===== config.mk =====
export PLATFORM = sky130hd
export DESIGN_NAME = cache_mem_sequencer_flat
export DESIGN_NICKNAME = d
export VERILOG_FILES = /design/src/rtl/cache_mem_sequencer_if.sv /design/src/rtl/cache_mem_sequencer.sv /design/src/flat_wrapper.sv
export SDC_FILE = /design/constraint.sdc
export NUM_CORES = 1
export LEC_CHECK = 0
export ABC_AREA = 1
export BUFFER_PORTS_ARGS = -buffer_cell sky130_fd_sc_hd__buf_2
export CORE_ASPECT_RATIO = 1.2
export CORE_MARGIN = 2
export CORE_UTILIZATION = 53
export DETAILED_ROUTE_END_ITERATION = 6
export PLACE_DENSITY = 0.79
export SYNTH_ARGS = -nofsm -noshare
export SYNTH_HDL_FRONTEND = slang
export SYNTH_SLANG_ARGS = --single-unit

===== constraint.sdc =====
create_clock -name clk -period 3.6 [get_ports clk]
set_input_delay 0.36 -clock clk [delete_from_list [all_inputs] [get_ports clk]]
set_output_delay 0.36 -clock clk [all_outputs]
set_load 0.02 [all_outputs]

===== src/rtl/cache_mem_sequencer_if.sv =====
// Word-level start/done handshake between the miss sequencer (master) and
// the ram_control responder (slave).
interface cache_mem_sequencer_if;
  logic        ram_wr_start;
  logic [31:0] ram_wr_addr_base;
  logic [31:0] ram_wr_data_in;
  logic        ram_wr_done;
  logic        ram_rd_start;
  logic [31:0] ram_rd_addr_base;
  logic [31:0] ram_rd_data_out;
  logic        ram_rd_done;

  modport master (
    output ram_wr_start,
    output ram_wr_addr_base,
    output ram_wr_data_in,
    input  ram_wr_done,
    output ram_rd_start,
    output ram_rd_addr_base,
    input  ram_rd_data_out,
    input  ram_rd_done
  );

  modport slave (
    input  ram_wr_start,
    input  ram_wr_addr_base,
    input  ram_wr_data_in,
    output ram_wr_done,
    input  ram_rd_start,
    input  ram_rd_addr_base,
    output ram_rd_data_out,
    output ram_rd_done
  );
endinterface


===== src/rtl/cache_mem_sequencer.sv =====
// Cache miss sequencer: writes back a dirty victim line, then refills the
// missing line one word at a time over the ram_control start/done handshake.
module cache_mem_sequencer #(
  parameter int LINE_WORDS = 4,
  parameter int IDX_WIDTH  = 2
) (
  input  logic                  clk,
  input  logic                  reset_n,
  input  logic                  miss_req,
  input  logic [31:0]           miss_addr,
  input  logic                  miss_dirty,
  input  logic [31:0]           victim_addr,
  output logic [IDX_WIDTH-1:0]  victim_rd_idx,
  input  logic [31:0]           victim_rd_data,
  output logic                  fill_wr_en,
  output logic [IDX_WIDTH-1:0]  fill_wr_idx,
  output logic [31:0]           fill_wr_data,
  output logic                  busy,
  output logic                  miss_done,
  cache_mem_sequencer_if.master ram
);

  localparam int                   OFF_BITS  = IDX_WIDTH + 1;
  localparam logic [31:0]          BASE_MASK = ~((32'd1 << OFF_BITS) - 32'd1);
  localparam logic [IDX_WIDTH-1:0] LAST_IDX  = IDX_WIDTH'(LINE_WORDS - 1);

  typedef enum logic [2:0] {
    IDLE,
    WB_ISSUE,
    WB_WAIT,
    RD_ISSUE,
    RD_WAIT,
    DONE
  } state_e;

  state_e               state_q, state_d;
  logic [IDX_WIDTH-1:0] cnt_q, cnt_d;
  logic [31:0]          miss_base_q, miss_base_d;
  logic [31:0]          victim_base_q, victim_base_d;
  logic                 wr_start_q, wr_start_d;
  logic [31:0]          wr_addr_q, wr_addr_d;
  logic [31:0]          wr_data_q, wr_data_d;
  logic                 rd_start_q, rd_start_d;
  logic [31:0]          rd_addr_q, rd_addr_d;

  // Halfword address of word idx within an aligned line.
  function automatic logic [31:0] word_addr(input logic [31:0] base,
                                            input logic [IDX_WIDTH-1:0] idx);
    return base + {{(31-IDX_WIDTH){1'b0}}, idx, 1'b0};
  endfunction

  always_ff @(posedge clk or negedge reset_n) begin
    if (!reset_n) begin
      state_q       <= IDLE;
      cnt_q         <= '0;
      miss_base_q   <= '0;
      victim_base_q <= '0;
      wr_start_q    <= 1'b0;
      wr_addr_q     <= '0;
      wr_data_q     <= '0;
      rd_start_q    <= 1'b0;
      rd_addr_q     <= '0;
    end else begin
      state_q       <= state_d;
      cnt_q         <= cnt_d;
      miss_base_q   <= miss_base_d;
      victim_base_q <= victim_base_d;
      wr_start_q    <= wr_start_d;
      wr_addr_q     <= wr_addr_d;
      wr_data_q     <= wr_data_d;
      rd_start_q    <= rd_start_d;
      rd_addr_q     <= rd_addr_d;
    end
  end

  always_comb begin
    state_d       = state_q;
    cnt_d         = cnt_q;
    miss_base_d   = miss_base_q;
    victim_base_d = victim_base_q;
    case (state_q)
      IDLE: begin
        if (miss_req) begin
          miss_base_d   = miss_addr & BASE_MASK;
          victim_base_d = victim_addr & BASE_MASK;
          cnt_d         = '0;
          state_d       = miss_dirty ? WB_ISSUE : RD_ISSUE;
        end
      end
      WB_ISSUE: state_d = WB_WAIT;
      WB_WAIT: begin
        if (ram.ram_wr_done) begin
          if (cnt_q == LAST_IDX) begin
            cnt_d   = '0;
            state_d = RD_ISSUE;
          end else begin
            cnt_d   = cnt_q + IDX_WIDTH'(1);
            state_d = WB_ISSUE;
          end
        end
      end
      RD_ISSUE: state_d = RD_WAIT;
      RD_WAIT: begin
        if (ram.ram_rd_done) begin
          if (cnt_q == LAST_IDX) begin
            cnt_d   = '0;
            state_d = DONE;
          end else begin
            cnt_d   = cnt_q + IDX_WIDTH'(1);
            state_d = RD_ISSUE;
          end
        end
      end
      DONE:    state_d = IDLE;
      default: state_d = IDLE;
    endcase
  end

  // Issue registers load on entry to an ISSUE state, so each start pulse shows
  // up together with its address/data and both hold until the matching done.
  always_comb begin
    wr_start_d = (state_d == WB_ISSUE);
    rd_start_d = (state_d == RD_ISSUE);
    wr_addr_d  = wr_addr_q;
    wr_data_d  = wr_data_q;
    rd_addr_d  = rd_addr_q;
    if (wr_start_d) begin
      wr_addr_d = word_addr(victim_base_d, cnt_d);
      wr_data_d = victim_rd_data;
    end
    if (rd_start_d) begin
      rd_addr_d = word_addr(miss_base_d, cnt_d);
    end
  end

  always_comb begin
    victim_rd_idx        = cnt_d;
    busy                 = (state_q != IDLE);
    miss_done            = (state_q == DONE);
    fill_wr_en           = (state_q == RD_WAIT) && ram.ram_rd_done;
    fill_wr_idx          = fill_wr_en ? cnt_q : '0;
    fill_wr_data         = fill_wr_en ? ram.ram_rd_data_out : '0;
    ram.ram_wr_start     = wr_start_q;
    ram.ram_wr_addr_base = wr_addr_q;
    ram.ram_wr_data_in   = wr_data_q;
    ram.ram_rd_start     = rd_start_q;
    ram.ram_rd_addr_base = rd_addr_q;
  end

endmodule


===== src/flat_wrapper.sv =====
// flat-port wrapper written by rule: the top's interface ports become plain ports
module cache_mem_sequencer_flat 
#(
  parameter int LINE_WORDS = 4,
  parameter int IDX_WIDTH  = 2
)
  (clk, reset_n, miss_req, miss_addr, miss_dirty, victim_addr, victim_rd_idx, victim_rd_data, fill_wr_en, fill_wr_idx, fill_wr_data, busy, miss_done, ram_ram_wr_start, ram_ram_wr_addr_base, ram_ram_wr_data_in, ram_ram_wr_done, ram_ram_rd_start, ram_ram_rd_addr_base, ram_ram_rd_data_out, ram_ram_rd_done);
  cache_mem_sequencer_if ram_i ();
  input  logic clk;
  input  logic reset_n;
  input  logic miss_req;
  input  logic [31:0] miss_addr;
  input  logic miss_dirty;
  input  logic [31:0] victim_addr;
  output logic [IDX_WIDTH-1:0] victim_rd_idx;
  input  logic [31:0] victim_rd_data;
  output logic fill_wr_en;
  output logic [IDX_WIDTH-1:0] fill_wr_idx;
  output logic [31:0] fill_wr_data;
  output logic busy;
  output logic miss_done;
  output wire logic [$bits(ram_i.ram_wr_start)-1:0] ram_ram_wr_start;
  output wire logic [$bits(ram_i.ram_wr_addr_base)-1:0] ram_ram_wr_addr_base;
  output wire logic [$bits(ram_i.ram_wr_data_in)-1:0] ram_ram_wr_data_in;
  input wire logic [$bits(ram_i.ram_wr_done)-1:0] ram_ram_wr_done;
  output wire logic [$bits(ram_i.ram_rd_start)-1:0] ram_ram_rd_start;
  output wire logic [$bits(ram_i.ram_rd_addr_base)-1:0] ram_ram_rd_addr_base;
  input wire logic [$bits(ram_i.ram_rd_data_out)-1:0] ram_ram_rd_data_out;
  input wire logic [$bits(ram_i.ram_rd_done)-1:0] ram_ram_rd_done;
  assign ram_ram_wr_start = ram_i.ram_wr_start;
  assign ram_ram_wr_addr_base = ram_i.ram_wr_addr_base;
  assign ram_ram_wr_data_in = ram_i.ram_wr_data_in;
  assign ram_i.ram_wr_done = ram_ram_wr_done;
  assign ram_ram_rd_start = ram_i.ram_rd_start;
  assign ram_ram_rd_addr_base = ram_i.ram_rd_addr_base;
  assign ram_i.ram_rd_data_out = ram_ram_rd_data_out;
  assign ram_i.ram_rd_done = ram_ram_rd_done;
  cache_mem_sequencer #(.LINE_WORDS(LINE_WORDS), .IDX_WIDTH(IDX_WIDTH)) u_core (.clk(clk), .reset_n(reset_n), .miss_req(miss_req), .miss_addr(miss_addr), .miss_dirty(miss_dirty), .victim_addr(victim_addr), .victim_rd_idx(victim_rd_idx), .victim_rd_data(victim_rd_data), .fill_wr_en(fill_wr_en), .fill_wr_idx(fill_wr_idx), .fill_wr_data(fill_wr_data), .busy(busy), .miss_done(miss_done), .ram(ram_i));
endmodule

-- Yosys cells after proc, flatten, opt, wreduce, memory -nomap -nowiden
Cells that the tools add are included.
- register bits: 167
- bits of input ports: 134
- output and inout port bits: 137
- logic and storage cells: 41
- $add $sub $neg: 3
- eq/ne operators: 8
- muxes and demuxes: 18
- reduce and logical (&&, ||, !) cells: 3
- operators with widths (kind ; number):
    32-bit two-way mux ; 5
    32-bit by 3-bit adder with 32-bit output ; 2
    3-bit one-hot mux with 5 select lines ; 1
    2-bit two-way mux ; 7
    3-bit two-way mux ; 4
    3-bit by 2-bit == test with 1-bit output (second input constant) ; 3
    3-bit by 1-bit == test with 1-bit output (second input constant) ; 2
    3-bit == test (second input constant) ; 2
    2-bit one-hot mux with 3 select lines ; 1
    3-bit logical NOT ; 1
    3-bit nonzero test ; 1
    2-bit by 1-bit adder with 2-bit output (second input constant) ; 1
    2-bit == test (second input constant) ; 1
    1-bit logical AND ; 1

-- Longest topological paths before layout
Gate-level depths: netlist of the first run.
- depth after elaboration: 5
- depth in mapped cells: 20
- gate-level depth less buffers: 20

-- Least setup slack after synthesis of the first run
OpenSTA, ideal clock, no wires.
- path kind: reg2reg
- start point: reg u_core.state_q[1]
- end point: reg u_core.wr_addr_q[24] (netlist: u_core.ram.ram_wr_addr_base[24])
- library setup time: 0.117 ns
- arrival: 3.114 ns
- data required time: 3.483 ns
- path slack: 0.368 ns
- cell stages (with the launch flop): 17
- path buffers: 2
- clock period less this slack: 3.232 ns
- path through: dfrtp_1 nor2_4 nand2_8 buf_4 buf_2 o21ai_0 a21oi_1 a21oi_1 ha_1 a21o_1 nand2_1 nor2_2 nand2_1 nor2_4 nand4_1 nand3_1 nand2_1
- cells in the longest elaborated chain, start to end: 3
- elaborated cells on any way between the ends: 13
- classes of those cells: 1 x add/sub; 5 x eq/ne; 6 x mux; 1 x reduce/logical
- RTL lines (what ; RTL line ; RTL):
    start, declared ; cache_mem_sequencer.sv:36 ; state_e state_q, state_d;
    start signal, assigned ; cache_mem_sequencer.sv:64 ; state_q <= state_d;
    3-bit == test, or another cell as far along ; cache_mem_sequencer.sv:81 ; case (state_q)
    2-bit one-hot mux with 3 select lines * ; cache_mem_sequencer.sv:81 ;
    via victim_rd_idx[1] ; flat_wrapper.sv:15 ; output logic [IDX_WIDTH-1:0] victim_rd_idx;
    32-bit by 3-bit adder with 32-bit output * ; cache_mem_sequencer.sv:49 ; return base + {{(31-IDX_WIDTH){1'b0}}, idx, 1'b0};
    end signal, assigned ; cache_mem_sequencer.sv:69 ; wr_addr_q <= wr_addr_d;
    end, declared ; cache_mem_sequencer.sv:41 ; logic [31:0] wr_addr_q, wr_addr_d;
The timed path passes the listed nets; every way through them passes the cells marked *.
A chain may end at the register's enable or synchronous reset.

-- Worst setup path after layout of the first run
- start point: reg u_core.state_q[1]
- end point: reg u_core.wr_addr_q[12] (netlist: u_core.ram.ram_wr_addr_base[12])
- cells in the longest elaborated chain, start to end: 3
- elaborated cells on any way between the ends: 13
- classes of those cells: 1 x add/sub; 5 x eq/ne; 6 x mux; 1 x reduce/logical
- RTL lines (what ; RTL line):
    3-bit == test, or another cell as far along ; cache_mem_sequencer.sv:81
    2-bit one-hot mux with 3 select lines, or another cell as far along ; cache_mem_sequencer.sv:81
    32-bit by 3-bit adder with 32-bit output or 3-bit by 1-bit == test with 1-bit output (tied branches) ; cache_mem_sequencer.sv:49, cache_mem_sequencer.sv:122
Parallel ways exist; a longest one is shown, timed or not.

==> results.tsv, run 1 <==
stage	metric	value	unit
floorplanning	die_w	127	um
worst_setup_path	r2r_start	u_core.state_q[1]	
cts	clock_sinks	167	
logic_synthesis	synth_flop_cell	dfrtp_1	
flow_run	maxCapViolations	0	
grt	gr-total-overflow	0	
logic_synthesis	synth-compound-area-share	4.93	%
placement	dp_slack	568	ps
placement	place_area	11100	um^2
cts	cts-resized-gates	0	
cts	cts_tree	done	
floorplanning	chipHeight	152	um
pwr	p_leak	0.00665	uW
cts	clock_latency	440	ps
worst_setup_path	critPathMaxFanout	7	
cts	clkTransAtPathRegs	70	ps
logic_synthesis	synth_top_family_by_area	simple AND/OR/NAND/NOR gates	
drt	vias	9590	
cts	root_buffer	clkbuf_16	
worst_setup_path	cp-start-kind	register	
logic_synthesis	synth_xor_area_share	1.64	%
grt	grt_max_degree	72	
cells_and_area	diodes	0	
logic_synthesis	yosysTopAreaCell	dfrtp_1	
grt	grt_pass1_vias	9068	
worst_setup_path	cp-startpoint	u_core.state_q[1]	
cells_and_area	area_delta_synth_final	21.4	%
cells_and_area	drive_gt1_share	22.3	%
timing	max_slew_margin	35.8	%
timing	setup_violations	0	
worst_setup_path	crit_arrival	3380	ps
timing	period_share	85.2	%
worst_setup_path	cp-end-kind	register	
timing	maxSlewViolCount	0	
logic_synthesis	synthAdderAreaFrac	1.06	%
hold_path	hold_class	in -> reg	
cells_and_area	fillCellCount	1623	
logic_synthesis	synth_area_leaders	dfrtp_1 (43%), nand2_1 (26%), nor2_1 (5.2%)	
logic_synthesis	synth_edf_count	0	
drt	drt_iter0_markers	663	
cells_and_area	num-nets-final	1801	
logic_synthesis	yosys_warnings	0	
cts	cts_buffers	17	
logic_synthesis	synth_area_per_cell	6.82	um^2
floorplanning	start_util	53.6	%
logic_synthesis	syn-instance-count	1414	
cts	clk_path_buf_depth	2	
cells_and_area	multi_input_area	4650	um^2
logic_synthesis	yosysMostFrequentCell	nand2_1	
logic_synthesis	synth_nets	1555	
floorplanning	die_area	19300	um^2
timing	final.setup.tns	0	ps
grt	antenna_found_initial	0	
cts	htree_levels	4	
drt	dr.pass1.iters	5	
drt	drt.antenna.violating_nets	0	
worst_setup_path	worstSetupPathType	reg -> reg	
timing	final.setup_skew	9.05	ps
cells_and_area	seq_area	4180	um^2
drt	wl_per_cell	14.3	um
floorplanning	core	18000	um^2
cells_and_area	fin_area	11700	um^2
logic_synthesis	synthArstFlopShare	100	%
hold_path	worst_hold_startpoint	victim_rd_data[15]	
placement	dpl.hpwl	19900	um
cells_and_area	utilization	65.1	%
timing	rsz0062_at_grt	no	
drt	viasPerCell	5.06	
timing	fin_crit	3070	ps
cts	postCtsHoldBufs	1	
logic_synthesis	synth-seq-area-share	43.4	%
timing	setup_ws	533	ps
pwr	ir_drop	474	uV
drt	routed_wl	27100	um
grt	grt_pass1_wl	44000	um
placement	portBuffers	264	
pwr	power.density	878	nW/um^2
logic_synthesis	ys_ff_latch	167	
floorplanning	io-pin-count	271	
logic_synthesis	synth_commonest_cells	nand2_1 (673), dfrtp_1 (167), nor2_1 (133)	
logic_synthesis	yosys.area.top_type_share	43.4	%
timing	hold_viol_final	0	
placement	gp_congestion	0.936	
grt	globalRouteTotalUtil	28.7	%
worst_setup_path	worstPathRequired	3920	ps
floorplanning	row_count	54	
logic_synthesis	syn_area	9640	um^2
logic_synthesis	synth_simple_gate_area_share	40.6	%
logic_synthesis	muxShareOfSynthArea	0	%
logic_synthesis	netlist-cell-type-count	37	
run_status	status	complete, no violations	
timing	fmax	326	MHz
cts	cts_setup_buffers	0	
timing	tightest_slew	963	ps
drt	drc	0	
worst max-delay path, stage by stage, from the launching register on:
cell,delay [ps]
dfrtp_1,460
inv_2,80
nand2_2,90
nor2_4,160
nand2_2,90
o21ai_2,80
a31oi_1,90
a21oi_1,420
buf_4,220
ha_1,130
a21o_1,110
nand2_1,150
nor2_2,250
nand2_1,120
nor2_4,170
a21oi_1,80
o21ai_0,140
nand2_1,90
cells by family after synthesis:
logic type / after synthesis
simple gates: 942
buf+inv: 193
flops: 167
compound gates: 87
xor+xnor: 18
fa+ha+maj: 7
stage by stage:
step,total power (uW),hold WS (ps),std cells
finish,10300,111,1897
global route,11100,111,1897
CTS,10300,106,1897
detailed placement,8430,424,1864
global placement,8280,423,1864
floorplan,6960,64.4,1414
report_power, final:
part	total (uW)	internal (uW)	switching, uW
registers	3130	2700	423
clock network	1840	1000	842
logic	5300	1550	3750
flip-flops by register name, indices dropped and copies added (netlist names):
name	cells
u_core.ram.ram_wr_addr_base	32
u_core.miss_base_q	32
u_core.victim_base_q	32
u_core.state_q	3
u_core.ram.ram_rd_start	1
u_core.ram.ram_wr_start	1
u_core.ram.ram_rd_addr_base	32
u_core.ram.ram_wr_data_in	32
u_core.cnt_q	2
layout by cell type, fill, tap and decap left out, types with 4 or more instances in the layout:
master	synthesis	final
a31oi_1	10	10
buf_4	12	15
ha_1	5	5
inv_2	8	8
o21ai_1	4	4
dfrtp_1	167	167
nand4_1	32	32
nand2_2	22	22
nand2_1	673	673
a21oi_1	5	5
inv_1	130	130
inv_6	0	5
o21ai_0	58	58
nor2_2	13	13
xor2_1	15	15
nand3_1	39	39
clkbuf_16	0	17
nor2_4	10	10
nand3b_1	11	11
nor2_1	133	133
buf_2	19	263
worst paths after layout:
path / endpoint / slack [ps] / cells past startpoint
worst max-delay path: u_core.ram.ram_wr_addr_base[12] / 530 / 17
worst min-delay path: u_core.ram.ram_wr_data_in[15] / 110 / 3
worst max register to register: u_core.ram.ram_wr_addr_base[12] / 530 / 17
worst min register to register: u_core.victim_base_q[1] / 460 / 2
max in group asynchronous: u_core.ram.ram_rd_addr_base[27] / 2260 / 3
min in group asynchronous: u_core.miss_base_q[0] / 510 / 2
layout make-up:
cell class	count	share of cell area (%)
clock inverters	14	1.33
well taps	224	2.40
inverters	139	4.46
multi-input cells	1054	39.8
clock buffers	18	3.75
flip-flops and latches	167	35.7
repair buffers	281	12.6
routing by layer:
metal  share of wire [%]  vias to the layer above  track usage [%]
met3                 6.0                       62             5.58
met5                   0                        -                0
met2                  49                      339             49.8
met4                 3.7                        0             11.3
met1                  42                     4366             35.6
li1                    -                     4823                -
(Power assumes the default switching activity.)
==> run 2: changes to the inputs <==
==> constraint.sdc (replaced) <==
create_clock -name clk -period 3.6 [get_ports clk]
set_input_delay 0.36 -clock clk [delete_from_list [all_inputs] [get_ports clk]]
set_output_delay 0.36 -clock clk [all_outputs]
set_load 0.1 [all_outputs]
==> results.tsv, run 2 (synthesized netlist as in run 1, its figures left out) <==
stage	metric	value	unit
run_status	status	complete, no violations	
grt	globalRouteTotalUtil	28.6	%
timing	hold_viol_final	0	
drt	wl_per_cell	14.4	um
grt	antenna_found_initial	2	
hold_path	whs_endpoint	u_core.ram.ram_wr_data_in[31]	
cells_and_area	seq_area	4180	um^2
drt	viasPerCell	5.06	
cells_and_area	final_cell_mix	nand2_1 (673), buf_2 (263), dfrtp_1 (167)	
worst_setup_path	worstPathRequired	3930	ps
cells_and_area	fillCellCount	1638	
timing	setup_violations	0	
floorplanning	core	18000	um^2
timing	final.setup_skew	11.3	ps
timing	fin_crit	2980	ps
cts	cts_setup_buffers	0	
cts	cts_buffers	17	
timing	period_share	82.7	%
flow_run	maxCapViolations	0	
cts	cts_tree	done	
floorplanning	row_count	54	
cts	cts-resized-gates	0	
floorplanning	chipHeight	152	um
cells_and_area	drive_gt1_share	22.3	%
drt	drc	0	
cts	clk_path_buf_depth	2	
cells_and_area	multi_input_area	4660	um^2
worst_setup_path	rrSetupSlack	620	ps
cts	postCtsHoldBufs	1	
drt	routed_wl	27400	um
drt	drt_iter0_markers	617	
timing	tightest_slew	730	ps
timing	fmax	336	MHz
cts	clock_sinks	167	
hold_path	hold_class	in -> reg	
timing	maxSlewViolCount	0	
worst_setup_path	critPathMaxFanout	5	
worst_setup_path	ff2ff_path_depth	19	
floorplanning	die_w	127	um
worst_setup_path	cp-start-kind	register	
grt	grt_pass1_vias	9134	
cells_and_area	num-nets-final	1800	
worst_setup_path	reg2reg_to	u_core.ram.ram_wr_addr_base[31]	
cells_and_area	layout_commonest_cell	nand2_1	
cts	root_buffer	clkbuf_16	
cts	htree_levels	4	
drt	drt.antenna.violating_nets	0	
floorplanning	io-pin-count	271	
placement	portBuffers	264	
drt	vias	9598	
cts	clkTransAtPathRegs	80	ps
placement	gp_congestion	0.928	
timing	max_slew_margin	51.3	%
placement	dpl.hpwl	19900	um
drt	dr.pass1.iters	5	
worst_setup_path	r2r_start	u_core.state_q[2]	
grt	grt_pass1_wl	43900	um
timing	rsz0062_at_grt	no	
worst_setup_path	crit_arrival	3310	ps
hold_path	worst_hold_startpoint	victim_rd_data[31]	
floorplanning	die_area	19300	um^2
timing	final.setup.tns	0	ps
worst_setup_path	cp-end-kind	register	
hold_path	hold_depth	3	
worst_setup_path	worstSetupPathType	reg -> reg	
grt	gr-total-overflow	0	
floorplanning	start_util	53.6	%
cells_and_area	area_delta_synth_final	21.5	%
cts	clock_latency	440	ps
grt	grt_max_degree	74	
## run 2: layer usage
layer | share of wire, % | vias up | track usage, %
li1 | - | 4815 | -
met4 | 2.8 | 2 | 11.9
met3 | 4.9 | 55 | 4.35
met1 | 42 | 4443 | 34.5
met5 | 0.055 | - | 0
met2 | 50 | 283 | 51.4
## run 2: how the worst max path moves through the flow
stage                      start                               to  slack, ps  cells after the start
6_report       u_core.state_q[2]  u_core.ram.ram_wr_addr_base[31]        620                     19
5_1_grt        u_core.state_q[1]  u_core.ram.ram_rd_addr_base[16]        280                     15
4_1_cts        u_core.state_q[2]  u_core.ram.ram_wr_addr_base[31]        610                     19
3_5_place_dp   u_core.state_q[2]  u_core.ram.ram_wr_addr_base[31]        620                     19
3_3_place_gp   u_core.state_q[1]  u_core.ram.ram_wr_addr_base[15]        710                     14
2_1_floorplan  u_core.state_q[1]  u_core.ram.ram_wr_addr_base[31]         50                     18
## run 2: area by class of cell
cell class | instances | area share (%)
Inverter | 139 | 4.46
Tap cell | 224 | 2.39
Timing Repair Buffer | 280 | 12.5
Clock buffer | 17 | 3.63
Clock inverter | 15 | 1.50
Antenna cell | 1 | 0.0214
Multi-Input combinational cell | 1054 | 39.8
Sequential cell | 167 | 35.7
## run 2: critical path, stage by stage (launching register included)
cell     delay (ps)
dfrtp_1         450
inv_2           140
nor2_4          200
nand2_2          90
o21ai_2          90
inv_2            50
nor3_1          140
o22ai_1         100
inv_1           170
ha_1            220
fa_1            230
nand3_1         180
inv_1           130
nand2_1         150
nor2_2          210
nand2_1          80
nand2_1          80
nand2_1          60
nand2_1          50
nand2_1          50
## run 2: through the flow
step | hold slack, ps | utilization, % | area (um^2) | instances | setup slack [ps]
2_1_floorplan | 64.4 | - | 9650 | 1414 | 51.6
3_3_place_gp | 439 | 61.7 | 11100 | 1863 | 710
3_5_place_dp | 446 | 61.7 | 11100 | 1863 | 620
4_1_cts | 99.1 | 65.1 | 11700 | 1896 | 607
5_1_grt | 114 | 65.1 | 11700 | 1897 | 284
6_report | 106 | 65.1 | 11700 | 1897 | 624
Power of run 2 is left out: the tool's default activity adds up to more than one toggle a clock period on the data nets, which glitch-free logic cannot reach.
